**src/rtl/branch_rs_pkg.sv**
```systemverilog
// Shared types and helpers for the branch reservation station and the ROB.
// Holds the micro-op payload, the default station depth and the ROB age function.
package branch_rs_pkg;

    localparam int BRANCH_RS_DEPTH = 8;
    localparam int PREG_W          = 7;
    localparam int ROB_W           = 5;

    typedef struct packed {
        logic [31:0]       pc;
        logic [31:0]       imm;
        logic [6:0]        opcode;
        logic [2:0]        func3;
        logic [PREG_W-1:0] pd;
        logic [PREG_W-1:0] ps1;
        logic [PREG_W-1:0] ps2;
        logic [ROB_W-1:0]  rob_index;
    } rs_data;

    // Distance from the ROB head; wraps naturally at 2^ROB_W, smaller is older.
    function automatic logic [ROB_W-1:0] rob_age(input logic [ROB_W-1:0] tag,
                                                 input logic [ROB_W-1:0] head);
        return tag - head;
    endfunction

endpackage

```
**src/rtl/rs_age_select.sv**
```systemverilog
// Combinational oldest-ready picker: returns the eligible entry with the smallest age.
module rs_age_select #(
    parameter int N     = 8,
    parameter int AGE_W = 5
) (
    input  logic [N-1:0]         eligible,
    input  logic [N*AGE_W-1:0]   ages,
    output logic [$clog2(N)-1:0] grant_idx,
    output logic                 grant_valid
);

    localparam int IDX_W = $clog2(N);

    logic [AGE_W-1:0] best_age;

    // NOTE: combinational blocks assign every output a default first so no latch is inferred,
    // and use blocking assignments so the running minimum updates within one evaluation.
    always_comb begin
        grant_idx   = '0;
        grant_valid = 1'b0;
        best_age    = '0;
        for (int i = 0; i < N; i++) begin
            if (eligible[i] && (!grant_valid || ages[i*AGE_W +: AGE_W] < best_age)) begin
                grant_valid = 1'b1;
                grant_idx   = IDX_W'(i);
                best_age    = ages[i*AGE_W +: AGE_W];
            end
        end
    end

endmodule

```
**src/rtl/branch_rs.sv**
```systemverilog
// Branch reservation station: wakeup, oldest-ready select, registered issue, mispredict squash.
// Optional BRANCH_RS_WAKEUP_BYPASS_EN lets same-cycle wakeups count toward select readiness.
module branch_rs
    import branch_rs_pkg::*;
#(
    parameter int DEPTH    = BRANCH_RS_DEPTH,
    parameter int WB_PORTS = 3
) (
    input  logic                       clk,
    input  logic                       reset,
    input  logic                       disp_valid,
    input  rs_data                     disp_data,
    input  logic                       disp_ps1_rdy,
    input  logic                       disp_ps2_rdy,
    output logic                       rs_b_ready,
    input  logic [WB_PORTS-1:0]        wb_valid,
    input  logic [WB_PORTS*PREG_W-1:0] wb_pd,
    input  logic                       fu_b_ready,
    input  logic [ROB_W-1:0]           rob_head,
    input  logic                       mispredict,
    input  logic [ROB_W-1:0]           mispredict_tag,
    output logic                       issued,
    output rs_data                     data_out,
    output logic [$clog2(DEPTH):0]     occupancy
);

    localparam int IDX_W = $clog2(DEPTH);
    localparam int OCC_W = IDX_W + 1;

    logic [DEPTH-1:0] valid_q, valid_d;
    logic [DEPTH-1:0] rdy1_q, rdy1_d;
    logic [DEPTH-1:0] rdy2_q, rdy2_d;
    rs_data           entry_q [DEPTH];
    rs_data           entry_d [DEPTH];
    logic             issued_q, issued_d;
    rs_data           data_out_q, data_out_d;
    logic [OCC_W-1:0] occ_q, occ_d;
    logic             rs_b_ready_q, rs_b_ready_d;

    logic [DEPTH-1:0]       wake1, wake2;
    logic                   disp_wake1, disp_wake2;
    logic [DEPTH-1:0]       rdy1_eff, rdy2_eff;
    logic [DEPTH-1:0]       eligible;
    logic [DEPTH-1:0]       younger;
    logic [DEPTH*ROB_W-1:0] ages;
    logic [ROB_W-1:0]       flush_age;
    logic [IDX_W-1:0]       grant_idx;
    logic                   grant_valid;
    logic [IDX_W-1:0]       free_idx;
    logic                   disp_fire;
    logic                   issue_fire;

    // Wakeup matching for stored entries and for the incoming micro-op; preg 0 is always ready.
    always_comb begin
        wake1      = '0;
        wake2      = '0;
        disp_wake1 = (disp_data.ps1 == '0);
        disp_wake2 = (disp_data.ps2 == '0);
        for (int i = 0; i < DEPTH; i++) begin
            wake1[i] = (entry_q[i].ps1 == '0);
            wake2[i] = (entry_q[i].ps2 == '0);
        end
        for (int p = 0; p < WB_PORTS; p++) begin
            if (wb_valid[p]) begin
                for (int i = 0; i < DEPTH; i++) begin
                    if (wb_pd[p*PREG_W +: PREG_W] == entry_q[i].ps1) wake1[i] = 1'b1;
                    if (wb_pd[p*PREG_W +: PREG_W] == entry_q[i].ps2) wake2[i] = 1'b1;
                end
                if (wb_pd[p*PREG_W +: PREG_W] == disp_data.ps1) disp_wake1 = 1'b1;
                if (wb_pd[p*PREG_W +: PREG_W] == disp_data.ps2) disp_wake2 = 1'b1;
            end
        end
    end

    always_comb begin
`ifdef BRANCH_RS_WAKEUP_BYPASS_EN
        rdy1_eff = rdy1_q | wake1;
        rdy2_eff = rdy2_q | wake2;
`else
        rdy1_eff = rdy1_q;
        rdy2_eff = rdy2_q;
`endif
        eligible  = valid_q & rdy1_eff & rdy2_eff & {DEPTH{fu_b_ready}};
        flush_age = rob_age(mispredict_tag, rob_head);
        ages      = '0;
        younger   = '0;
        for (int i = 0; i < DEPTH; i++) begin
            ages[i*ROB_W +: ROB_W] = rob_age(entry_q[i].rob_index, rob_head);
            younger[i]             = rob_age(entry_q[i].rob_index, rob_head) > flush_age;
        end
    end

    rs_age_select #(
        .N     (DEPTH),
        .AGE_W (ROB_W)
    ) u_select (
        .eligible    (eligible),
        .ages        (ages),
        .grant_idx   (grant_idx),
        .grant_valid (grant_valid)
    );

    // Lowest free slot; the descending scan leaves the smallest index last.
    always_comb begin
        free_idx = '0;
        for (int i = DEPTH - 1; i >= 0; i--) begin
            if (!valid_q[i]) free_idx = IDX_W'(i);
        end
    end

    // Edge ordering: free the selected entry, then squash younger entries, then dispatch.
    always_comb begin
        valid_d    = valid_q;
        rdy1_d     = rdy1_q | wake1;
        rdy2_d     = rdy2_q | wake2;
        entry_d    = entry_q;
        issue_fire = grant_valid && !(mispredict && younger[grant_idx]);
        disp_fire  = disp_valid && rs_b_ready_q && !mispredict;

        if (grant_valid) valid_d[grant_idx] = 1'b0;
        if (mispredict)  valid_d = valid_d & ~younger;

        if (disp_fire) begin
            valid_d[free_idx] = 1'b1;
            rdy1_d[free_idx]  = disp_ps1_rdy | disp_wake1;
            rdy2_d[free_idx]  = disp_ps2_rdy | disp_wake2;
            entry_d[free_idx] = disp_data;
        end

        issued_d   = issue_fire;
        data_out_d = issue_fire ? entry_q[grant_idx] : data_out_q;

        occ_d = '0;
        for (int i = 0; i < DEPTH; i++) begin
            occ_d = occ_d + OCC_W'(valid_d[i]);
        end
        rs_b_ready_d = (occ_d < OCC_W'(DEPTH));
    end

    always_ff @(posedge clk or posedge reset) begin
        if (reset) begin
            valid_q      <= '0;
            rdy1_q       <= '0;
            rdy2_q       <= '0;
            issued_q     <= 1'b0;
            data_out_q   <= '0;
            occ_q        <= '0;
            rs_b_ready_q <= 1'b1;
        end else begin
            valid_q      <= valid_d;
            rdy1_q       <= rdy1_d;
            rdy2_q       <= rdy2_d;
            issued_q     <= issued_d;
            data_out_q   <= data_out_d;
            occ_q        <= occ_d;
            rs_b_ready_q <= rs_b_ready_d;
        end
    end

    // NOTE: the payload array has no reset; valid_q alone decides whether an entry means anything.
    always_ff @(posedge clk) begin
        entry_q <= entry_d;
    end

    assign rs_b_ready = rs_b_ready_q;
    assign issued     = issued_q;
    assign data_out   = data_out_q;
    assign occupancy  = occ_q;

endmodule
```
**config.mk**
```make
export PLATFORM = sky130hd
export DESIGN_NAME = branch_rs
export DESIGN_NICKNAME = d
export VERILOG_FILES = /design/src/rtl/branch_rs_pkg.sv /design/src/rtl/rs_age_select.sv /design/src/rtl/branch_rs.sv
export SDC_FILE = /design/constraint.sdc
export NUM_CORES = 1
export LEC_CHECK = 0
export BUFFER_PORTS_ARGS = -buffer_cell sky130_fd_sc_hd__clkbuf_2
export CAP_MARGIN = 20
export CORE_MARGIN = 5
export CORE_UTILIZATION = 35
export DETAILED_ROUTE_END_ITERATION = 6
export HOLD_SLACK_MARGIN = 0.03
export SETUP_SLACK_MARGIN = 0.2
export SLEW_MARGIN = 20
export SYNTH_ARGS = -nofsm -noshare
export SYNTH_HDL_FRONTEND = slang
export SYNTH_HIERARCHICAL = 1
export SYNTH_SLANG_ARGS = --single-unit
export TNS_END_PERCENT = 50
```
**constraint.sdc**
```tcl
create_clock -name clk -period 28.9 [get_ports clk]
set_input_delay 5.78 -clock clk [delete_from_list [all_inputs] [get_ports clk]]
set_output_delay 5.78 -clock clk [all_outputs]
set_load 0.1 [all_outputs]
```
==> impl_results.md <==
* CP Launch Point: rob_head[0]
* Fin. Hold Viols at 0
* First-pass GRT wire length at 175.3 mm
* Sw frac at a little under two fifths
* Critical Path AT at approximately 23 ns
* Yosys reg bits at 930
* Final setup skew at around 0.051 ns
* Worst hold margin at 0.4860 ns
* Die area at between 100000 and 150000 sq um
* Grt total ovfl at 0
* P_sw at 0.001577 W
* Delay-heaviest family, CP: compound AO/OA/AOI/OAI gates
* Worst Setup End Kind: flop
* Ys flop type: edfxtp_1
* Synth cell types at between 80 and 90
* Post-route cell area at slightly above 50000 sq um
* RSZ-0062 raised after global routing: false
* Synth warnings at 6
* Failing checks: design-rule violations
* Routed Wire Length at 118.9 mm
* Leak Pwr at approximately 17 nW
* H-Tree Depth at 3
* CTS Root Cell: clkbuf_16
* Core outline area at between 100000 and 150000 sq um
* Post-placement cell count at ~4500
* CTS clock-pin slew for the worst setup and hold paths at roughly 0.06 ns
* CP Buf/Inv Count at 5
* Crit path required time at between 20 and 30 ns
* Number of flops mapped to enable cells by yosys at 800
* CTS tree: built
* Slew at the pin closest to its max-slew limit at roughly 1.1 ns
* Setup TNS at 0 ns
* Drt drc at 6
* Worst min path class: flop to flop
* Layout area overhead at 13.97%
* Crit path capture: data_out[49]
* Share of post-route cells with drive strength above 1 at 28.88%
* I/O Buffers at between 200 and 250
* DP HPWL at just under 70 mm
* Outcome: finished with violations
* Min cycle time layout at roughly 23 ns
* Initial Utilization at roughly a third
* Largest net degree at the start of global routing at 106
* Max_slew headroom at 28.35%
* Max Fclk at around 44 MHz
* Non-Filler Instances at between 4000 and 5000
* Post-Syn Nets at 2906
* Initial drt markers at 2033
* Drt wl/cell at roughly 26 um
* Post_cts resized at 0
* Synth async-reset ratio at ~14%
* Total clock sinks at 930
* Syn_area_per_cell at 16.63 sq um
* P_int at between 0.002 and 0.003 W
* GP Congestion at 0.8357
* Clock group share of total power at between 20% and 30%
* Slew Viols, Final at 0
* Reg-to-reg endpoint: data_out[49]
* Flop pwr share at between 30% and 40%
* Initial antenna violation count at 20
* Vias at around 25000
* CTS Buf Count at between 90 and 100
* Clk_lat worst skew at ~0.69 ns
* Final worst-path cycle share at a little under 80%
* CP max FO at between 40 and 50
* Vias in the first global route at between 20000 and 30000
* Post-CTS setup buffer count at 0
* Reg2reg start: entry_q[700]
* Crit path kind: input port to flop
* Detailed Routing Iterations Pass 1 at 7
* Cell Area, Placed at 47280 sq um
* # setup viols final at 0
* Fillcell total at 11410
* Max-cap violations at 0
* GR Util All Layers at about 18%
* Pwr dens at around 85 nW/um^2
* Synth Cell Area at roughly 44000 sq um
* Nets at 3155
* Comb power frac at a little under a third
* Delay of the slowest cell on the worst path at about 0.89 ns
* Rows at 130
* Post-synthesis sequential area ratio at between 60% and 70%
* Clock Path Buffers at 3
* Startpoint types: input port
* Crit path depth at 63
* Top-level I/O count at about 250
* Vias per cell at ~5.3
* Synth Instances at around 2700
* Slowest cell on the critical path: buf_4
* Reg2Reg Depth at 63
* # hold bufs at CTS at 0
* Die width at 365.6 um
* R2R Setup Slk at around 11 ns
* Vert. Die Dim at roughly 370 um
* Remaining antenna violation count at 0
* VDD IR max at around 0.000091 V
-- synthesized netlist by cell type (11+ instances only) --
cell	instances	area (sq um)
nand3_1	15	75.07
mux2_1	11	123.9
mux2_2	105	1182
mux2_4	93	1396
xnor2_1	287	2514
nor2_1	58	217.7
edfxtp_1	800	24020
clkbuf_1	51	191.4
nor4_1	41	256.5
ha_1	91	1139
xor2_1	125	1095
nor3_1	26	130.1
mux4_2	200	4504
buf_2	23	115.1
dfrtp_1	129	3228
fa_1	13	260.3
nand4_1	97	606.8
buf_1	38	142.6
nor2b_1	14	87.58
o21ai_0	51	255.2
a21oi_1	50	250.2
o211ai_1	17	127.6
nand2_1	54	202.7
a21o_1	19	142.6
a211oi_1	12	90.09
inv_1	74	277.8
-- per-stage QoR --
stage	util [%]	total power, W	setup slack, ns
floorplan	-	0.002788	8.365
global placement	37.65	0.003078	6.222
detailed placement	37.65	0.003084	5.860
CTS	40.15	0.004310	6.537
global route	40.15	0.004436	5.417
finish	40.16	0.004264	6.364
-- power by group through the flow --
stage	Sequential [W]	Combinational (W)	Clock [W]
finish	0.00169	0.00136	0.00122
detailed placement	0.00172	0.00137	0
global placement	0.00172	0.00136	0
floorplan	0.00221	0.000573	0
global route	0.00170	0.00143	0.00131
CTS	0.00169	0.00137	0.00125
-- how the worst min path moves through the flow --
stage / cells past startpoint / slack [ns] / from / end
6_report: 1 / 0.49 / data_out[57] / data_out[57]
4_1_cts: 1 / 0.49 / data_out[57] / data_out[57]
3_3_place_gp: 1 / 0.47 / data_out[57] / data_out[57]
3_5_place_dp: 1 / 0.48 / data_out[57] / data_out[57]
2_1_floorplan: 2 / 0.51 / rdy1_eff[7] / rdy1_eff[7]
5_1_grt: 1 / 0.50 / data_out[49] / data_out[49]
-- cell usage in the layout (no fill, tap or decap), types with 7 or more instances in the layout --
master / n
nor4_1: 41
xnor2_1: 287
mux2_1: 11
buf_4: 21
buf_12: 7
edfxtp_1: 800
a21oi_1: 50
nand4_1: 97
o211a_1: 9
o21ai_1: 7
maj3_1: 10
nor2_4: 7
diode_2: 9
fa_1: 13
o211ai_1: 17
clkinv_2: 22
clkinv_1: 17
a21o_1: 19
clkbuf_2: 246
nor2_1: 51
mux2i_1: 7
inv_1: 73
nor3_1: 26
nor2b_1: 14
nand2_1: 54
a211oi_1: 12
nand3_1: 15
mux4_2: 200
xor2_1: 125
ha_1: 91
and4_1: 9
mux2_4: 93
dfrtp_1: 129
clkbuf_16: 99
o21ai_0: 51
clkbuf_1: 25
mux2_2: 105
-- layout make-up --
cell class                      instances  area (sq um)  area share (%)
Antenna cell                            9         22.52         0.04466
Inverter                               75         286.5          0.5681
Multi-Input combinational cell       1531         16120           31.96
Sequential cell                       930         27280           54.08
Tap cell                             1650          2064           4.093
Timing Repair Buffer                  274          1529           3.032
Clock buffer                          129          2640           5.235
Clock inverter                         56         496.7          0.9849
-- metal layers --
metal  GRT usage (%)  routed length (um)
met5               0                  88
met2           29.40               57980
met1           23.88               51290
met4           5.183                2861
met3           3.086                6648
-- flip-flops by register name (all words and copies together) (netlist names) --
name,count
rdy2_eff,8
rs_b_ready,1
entry_q,800
issued,1
occupancy,4
data_out,100
rdy1_eff,8
valid_q,8
-- logic make-up after synthesis --
kind of cell,after synthesis,share of synthesized area [%]
fa+ha+maj,115,3.413
simple gates,347,4.275
mux,416,16.44
compound gates,239,3.834
buf+inv,200,2.149
flops,930,61.64
xor+xnor,414,8.242
-- worst register-to-register path: cells and delay by family, from the launching register on --
kind            cells  cell delay [ns]
simple gates        9             1.18
buf+inv             5             2.16
fa+ha+maj           9             2.72
xor+xnor            1             0.27
flops               1             0.39
mux                 4             1.44
compound gates     35             9.32
Power figures use the tool's default switching activity.
